File: config.mk
export PLATFORM = sky130hd
export DESIGN_NAME = uart_tx_engine
export DESIGN_NICKNAME = d
export VERILOG_FILES = /design/src/rtl/uart_tx_engine.sv
export SDC_FILE = /design/constraint.sdc
export NUM_CORES = 1
export LEC_CHECK = 0
export BUFFER_PORTS_ARGS = -buffer_cell sky130_fd_sc_hd__clkbuf_2
export CAP_MARGIN = 15
export CORE_MARGIN = 4
export CORE_UTILIZATION = 33
export CTS_BUF_LIST = sky130_fd_sc_hd__clkbuf_4
export DETAILED_ROUTE_END_ITERATION = 10
export GPL_TIMING_DRIVEN = 0
export PLACE_DENSITY = 0.59
export REMOVE_ABC_BUFFERS = 1
export SLEW_MARGIN = 20
export SYNTH_ARGS = -nofsm -noshare
export SYNTH_HDL_FRONTEND = slang
export SYNTH_SLANG_ARGS = --single-unit
File: constraint.sdc
create_clock -name clock_50MHz -period 3.2 [get_ports clock_50MHz]
set_clock_uncertainty 0.2 [all_clocks]
set_input_delay 0.64 -clock clock_50MHz [delete_from_list [all_inputs] [get_ports clock_50MHz]]
set_output_delay 0.64 -clock clock_50MHz [all_outputs]
set_load 0.1 [all_outputs]
File: src/rtl/uart_tx_engine.sv
// UART transmit engine: one-byte holding buffer feeding a shift register that
// serialises start, 8 data bits (LSB first), optional parity and 1-2 stop bits.
module uart_tx_engine #(
  parameter int DIV_WIDTH = 16
) (
  input  logic                 clock_50MHz,
  input  logic                 reset,
  input  logic                 txEnable,
  input  logic                 parityEnable,
  input  logic                 parityOdd,
  input  logic                 twoStopBits,
  input  logic [DIV_WIDTH-1:0] baudDivisor,
  input  logic [7:0]           dataIn,
  input  logic                 dataWrite,
  input  logic                 txcClear,
  output logic                 txd,
  output logic                 udre,
  output logic                 txc,
  output logic                 busy
);

  typedef enum logic [2:0] {
    IDLE   = 3'd0,
    START  = 3'd1,
    DATA   = 3'd2,
    PARITY = 3'd3,
    STOP   = 3'd4
  } state_t;

  state_t               state, state_next;
  logic [7:0]           buf_q;
  logic [7:0]           shift_q, shift_next;
  logic [DIV_WIDTH-1:0] div_q;
  logic [DIV_WIDTH-1:0] timer_q, timer_next;
  logic [2:0]           bit_cnt, bit_cnt_next;
  logic                 stop_cnt, stop_cnt_next;
  logic                 par_en_q, par_bit_q, two_stop_q;
  logic                 txd_next, busy_next;
  logic                 load, set_txc, bit_end, can_load;

  function automatic logic parity_of(input logic [7:0] d, input logic odd);
    return (^d) ^ odd;
  endfunction

  assign bit_end  = (timer_q == div_q);
  // udre doubles as the buffer-empty flag, so a full buffer is simply ~udre
  assign can_load = txEnable && !udre;

  always_comb begin
    state_next    = state;
    shift_next    = shift_q;
    timer_next    = timer_q;
    bit_cnt_next  = bit_cnt;
    stop_cnt_next = stop_cnt;
    load          = 1'b0;
    set_txc       = 1'b0;

    case (state)
      IDLE: begin
        timer_next = '0;
        if (can_load) begin
          load       = 1'b1;
          state_next = START;
        end
      end
      START: begin
        if (bit_end) begin
          timer_next   = '0;
          bit_cnt_next = 3'd0;
          state_next   = DATA;
        end else begin
          timer_next = timer_q + 1'b1;
        end
      end
      DATA: begin
        if (bit_end) begin
          timer_next = '0;
          shift_next = shift_q >> 1;
          if (bit_cnt == 3'd7) begin
            stop_cnt_next = 1'b0;
            state_next    = par_en_q ? PARITY : STOP;
          end else begin
            bit_cnt_next = bit_cnt + 3'd1;
          end
        end else begin
          timer_next = timer_q + 1'b1;
        end
      end
      PARITY: begin
        if (bit_end) begin
          timer_next    = '0;
          stop_cnt_next = 1'b0;
          state_next    = STOP;
        end else begin
          timer_next = timer_q + 1'b1;
        end
      end
      STOP: begin
        if (bit_end) begin
          timer_next = '0;
          if (two_stop_q && !stop_cnt) begin
            stop_cnt_next = 1'b1;
          end else if (can_load) begin
            load       = 1'b1;
            state_next = START;
          end else begin
            set_txc    = 1'b1;
            state_next = IDLE;
          end
        end else begin
          timer_next = timer_q + 1'b1;
        end
      end
      default: begin
        timer_next = '0;
        state_next = IDLE;
      end
    endcase

    if (load) begin
      shift_next = buf_q;
    end

    // Outputs are derived from the next state so txd/busy come straight from flops
    txd_next  = 1'b1;
    busy_next = 1'b1;
    case (state_next)
      IDLE:    busy_next = 1'b0;
      START:   txd_next  = 1'b0;
      DATA:    txd_next  = shift_next[0];
      PARITY:  txd_next  = par_bit_q;
      STOP:    txd_next  = 1'b1;
      default: busy_next = 1'b0;
    endcase
  end

  always_ff @(posedge clock_50MHz) begin
    if (reset) begin
      state      <= IDLE;
      buf_q      <= '0;
      shift_q    <= '0;
      timer_q    <= '0;
      bit_cnt    <= '0;
      stop_cnt   <= 1'b0;
      div_q      <= '0;
      par_en_q   <= 1'b0;
      par_bit_q  <= 1'b0;
      two_stop_q <= 1'b0;
      udre       <= 1'b1;
      txc        <= 1'b0;
      txd        <= 1'b1;
      busy       <= 1'b0;
    end else begin
      state    <= state_next;
      shift_q  <= shift_next;
      timer_q  <= timer_next;
      bit_cnt  <= bit_cnt_next;
      stop_cnt <= stop_cnt_next;
      txd      <= txd_next;
      busy     <= busy_next;

      // Frame settings are frozen at transfer; parity is precomputed before shifting starts
      if (load) begin
        div_q      <= baudDivisor;
        par_en_q   <= parityEnable;
        par_bit_q  <= parity_of(buf_q, parityOdd);
        two_stop_q <= twoStopBits;
        udre       <= 1'b1;
      end else if (dataWrite && udre) begin
        buf_q <= dataIn;
        udre  <= 1'b0;
      end

      if (set_txc) begin
        txc <= 1'b1;
      end else if (txcClear) begin
        txc <= 1'b0;
      end
    end
  end

endmodule
Yosys cells after proc, flatten, opt, wreduce, memory -nomap -nowiden

Index checks and enable logic that the tools add are counted.

Bitwise operators: 3
Add/sub/neg operators: 2
Multiplexer cells: 35
Reductions and logical operators: 20
Eq/ne operators: 17

Operators with widths:

| cell                  | count |
|---|---|
| $mux 3                | 11 |
| $mux 8                | 3 |
| $add 16x1->16 const B | 1 |
| $eq 16x16->1          | 1 |
| $mux 1                | 16 |
| $pmux 3 s5            | 1 |
| $ne 2x2->1 const B    | 7 |
| $eq 3x2->1 const B    | 4 |
| $eq 3x3->1 const B    | 3 |
| $reduce_bool 2->1     | 4 |
| $reduce_or 4->1       | 2 |
| $reduce_xor 8->1      | 1 |
| $eq 3x1->1 const B    | 2 |
| $pmux 1 s3            | 2 |
| $pmux 3 s2            | 1 |
| $reduce_and 6->1      | 1 |
| $reduce_and 2->1      | 2 |
| $reduce_and 4->1      | 1 |
| $add 3x1->3 const B   | 1 |
| $logic_and 1x1->1     | 3 |
| $logic_not 3->1       | 1 |
| $reduce_bool 3->1     | 1 |
| $reduce_or 3->1       | 1 |
| $logic_not 1->1       | 2 |
| 4 further kinds       | 5 |

Bits in registers: 62
Output and inout bits: 4
Input bits: 32

Longest topological paths before layout

Word-level depth: 9
Depth in mapped cells: 9
Mapped depth without buffers: 8

Least setup slack after synthesis

No wires, ideal clock.

Path kind: reg-to-reg
Start point: register timer_q[2]
End point: register bit_cnt[0]
Clock period less this slack: 2.211 ns
Required time: 2.929 ns
Stages on the path, launching flop included: 9
Setup slack: 0.989 ns
Arrival: 1.941 ns
Library setup time: 0.071 ns
Cell sequence: dfxtp_1 > buf_6 > xor2_1 > nor4_1 > nand4_1 > or3_1 > clkbuf_2 > or4_1 > a21oi_1

Word-level cells in the longest chain between the ends: 3
Elaborated cells between the ends (all ways): 4
Those cells by class: 3 x eq/ne; 1 x reduce/logical

RTL lines:

| what                           | RTL line | RTL |
|---|---|---|
| start: declaration             | 34       | `logic [DIV_WIDTH-1:0] timer_q, timer_next;` |
| start signal: assignment       | 156      | `timer_q <= timer_next;` |
| $eq 16x16->1 (*)               | 45       | `assign bit_end = (timer_q == div_q);` |
| $ne 2x2->1 (no line)           | -        |  |
| $reduce_and 4->1 (no line) (*) | -        |  |
| end signal: assignment         | 157      | `bit_cnt <= bit_cnt_next;` |
| end: declaration               | 35       | `logic [2:0] bit_cnt, bit_cnt_next;` |

Mark *: on every way between the ends. The rest lies on a longest branch, timed or not.
A chain may end at the register's enable or synchronous reset.

Worst setup path after layout

Start point: register timer_q[2]
End point: register txd

Word-level cells in the longest chain between the ends: 5
Elaborated cells between the ends (all ways): 15
Those cells by class: 4 x eq/ne; 11 x mux

RTL lines:

| what                               | RTL line | RTL |
|---|---|---|
| $eq 16x16->1 (*)                   | 45       |  |
| $mux 3 (tied with other cells)     | 99       | `if (bit_end) begin` |
| $pmux 3 s5 (tied with other cells) | 58       | `case (state)` |
| $eq 3x2->1 (tied with other cells) | 127      | `case (state_next)` |
| $pmux 1 s3 (*)                     | 127      |  |
| end signal: assignment             | 159      | `txd <= txd_next;` |
| end: declaration                   | 16       | `output logic txd,` |

Mark *: on every way between the ends. The rest lies on a longest branch, timed or not. The select of a mux whose other input is x is not followed.

==> flow_summary.toml <==
[cts]
h-tree-depth = 3
cts_buffers = 9
cts_buffer_depth = 2
cts_tree = "done"
clk_pin_slew_ps = 110
clock-sinks = 62
cts_root_buffer = "clkbuf_4"
clk_latency_ps = 400

[timing]
worst_pin_slew_ps = 959
hold_violations = 0
worst_hold_slack_ps = 244
slew_headroom_pct = 36.1
period_share_pct = 80.9
rsz0062_at_grt = "false"
maxSlewViolCount = 0
min_period_ps = 2590
fmax_ghz = 0.386
fin_ws_ps = 610
setup_viol = 0

[critical_path]
arrival_ps = 2670
startpoint = "timer_q[2]"
r2r_cells = 8
start_kind = "flip-flop"
worst_setup_path_end_kind = "flip-flop"
critical_path_class = "flip-flop to flip-flop"
path_cells = "xor2_1 > nor4_1 > nand4_1 > buf_4 > o21ai_1 > nand3_4 > mux2i_1 > a2bb2oi_1"
cp-endpoint = "txd"
regToRegEndpoint = "txd"
r2r_slack_ps = 610
crit_fanout = 34
r2r_start = "timer_q[2]"
crit_slowest_cell = "dfxtp_1"
cpPeakStageDelay_ps = 470
cp.required_ps = 3280

[routing]
wl_per_cell_um = 11.7
ant_nets = 0
wirelength_um = 5400
drc = 0
drt_iter0_markers = 58
vias = 2175
vias_per_cell = 4.70
first_pass_iters = 4

[power]
pwr-share-seq_pct = 49.8
clkPwrFrac_pct = 37.3
netSwitchingFraction_pct = 27.4
internal-power_mw = 1.20
irDropWorstVdd_v = 0.000200
power_density_nw_per_um2 = 529
comb_power_share_pct = 12.8
leakage_nw = 1.31
total_power_mw = 1.66
power.switching_mw = 0.455

[place]
hpwl_um = 3660
dp_cells = 445
gp_congestion = 0.742
place_worst_setup_slack_ps = -27.6
io_buffers = 35

[floorplanning]
fp.dieArea_um2 = 9730
pin_count = 36
dieHeight_um = 98.6
rows = 32
die_width_um = 98.6
initial_core_util_pct = 34.6
fp.coreArea_um2 = 7850

[status]
status = "finished, final reports clean"

[layout]
multi_input_area_um2 = 1390
num_antenna_cells = 0
nets = 391
final_util_pct = 39.9
final_common_cell = "dfxtp_1"
layout.cells.non_filler = 463
n_fill_cell = 828
regArea_um2 = 1240
layout-drive-gt1-share_pct = 15.5
area_delta_synth_final_pct = 15.6
final_cell_mix = "dfxtp_1, nand2_1, nor2_1, clkbuf_2, a21oi_1"

[min_path]
whs_path_depth = 3
hold_path_class = "input pin to flip-flop"

[synthesis]
muxShareOfSynthArea_pct = 3.37
synth_xor_area_share_pct = 12.6
yosysWarnings = 0
synth_area_um2 = 2710
synth_compound_area_share_pct = 10.7
synth_cell_type_count = 35
synth_top_family_by_area = "simple AND/OR/NAND/NOR gates"
ys_seq_elements = 62
yosysSeqAreaShare_pct = 45.8
synthAdderAreaFrac_pct = 1.38
syn_avg_cell_area_um2 = 8.34
synthCells = 325
yosys.area_share.simple_pct = 22.7

[global_routing]
grt_pass1_wl_um = 9220
grt_max_degree = 47
grt_antenna_before_repair = 0
grt_pass1_vias = 2037
grt-ovfl-total = 0
track_usage_pct = 11.6

[job]
cap_violations = 0
[kinds of logic after synthesis]
| logic type | after synthesis |
|---|---|
| xor+xnor | 39 |
| flops | 62 |
| simple gates | 140 |
| fa+ha+maj | 3 |
| buf+inv | 22 |
| compound gates | 50 |
| mux | 9 |
[state kept, by name (all words and copies together), names as in the netlist, 3 cells and up]
| register | flops |
|---|---|
| bit_cnt | 3 |
| buf_q | 8 |
| div_q | 16 |
| shift_q | 8 |
| state | 3 |
| timer_q | 16 |
[layout make-up]
class | count | area share (%)
repair buffers | 37 | 6.07
inverters | 5 | 0.599
flip-flops and latches | 62 | 39.6
clock buffers | 9 | 2.16
clock inverters | 7 | 3.15
well taps | 102 | 4.07
multi-input cells | 241 | 44.4
[worst min path at each step]
stage | endpoint | slack [ps] | startpoint
global route | div_q[3] | 210 | baudDivisor[3]
finish | div_q[9] | 240 | baudDivisor[9]
global placement | par_bit_q | 240 | par_bit_q
floorplan | par_bit_q | 230 | par_bit_q
CTS | buf_q[7] | 220 | dataIn[7]
detailed placement | par_bit_q | 250 | par_bit_q
[Yosys cell counts (all sizes together)]
cell	n	area, µm²
nor2b	4	25.0
nand2b	2	12.5
o22a	2	17.5
ha	3	37.5
xor2	26	228
nand3	21	105
and4b	1	10.0
mux2	1	11.3
o211ai	1	7.51
dfxtp	62	1240
nor3b	1	7.51
nor4	5	31.3
mux2i	8	80.1
inv	5	18.8
or4	1	7.51
a2bb2oi	1	8.76
nand2	57	214
clkbuf	12	46.3
a22oi	1	7.51
a31oi	3	18.8
nand4	2	12.5
nor2	40	150
o21ai	1	5.00
buf	5	28.8
nor4b	1	8.76
o21bai	1	7.51
xnor2	13	114
a21oi	33	165
or3	1	6.26
and3	4	25.0
o31ai	1	7.51
a211oi	6	45.0
[routing by layer]
| metal | up-vias | routed length (µm) | track usage, % |
|---|---|---|---|
| li1 | 1158 | - | - |
| met4 | 0 | 55 | 3.47 |
| met3 | 6 | 260 | 4.60 |
| met1 | 975 | 2620 | 14.5 |
| met2 | 36 | 2460 | 18.7 |
| met5 | - | 0 | 0 |
[through the flow]
stage / instance area, µm² / TNS [ps]
3_5_place_dp: 2940 / -27.6
5_1_grt: 3130 / 0
4_1_cts: 3120 / 0
6_report: 3130 / 0
3_3_place_gp: 2940 / -8490
2_1_floorplan: 2640 / 0
[critical path, delay by kind of cell, from the launching register on]
family          cells  cell delay [ps]
flops               1              470
buf+inv             1              200
mux                 1              320
xor+xnor            1              100
compound gates      2              350
simple gates        3              820
[power by group through the flow]
stage | clock [mW] | combinational, mW | sequential [mW]
after global routing | 0.668 | 0.239 | 0.831
final | 0.620 | 0.213 | 0.826
after detailed placement | 0 | 0.202 | 0.844
after global placement | 0 | 0.200 | 0.844
after floorplan | 0 | 0.113 | 0.868
after CTS | 0.641 | 0.204 | 0.827
[timing repair]
action | in CTS | in global routing
hold buffers | 0 | 0
endpoints found under the setup margin | 1 | 20
buffers inserted | 0 | 2
resized for setup | 2 | 1
pin swaps | 0 | 1
Power figures use the tool's default switching activity.
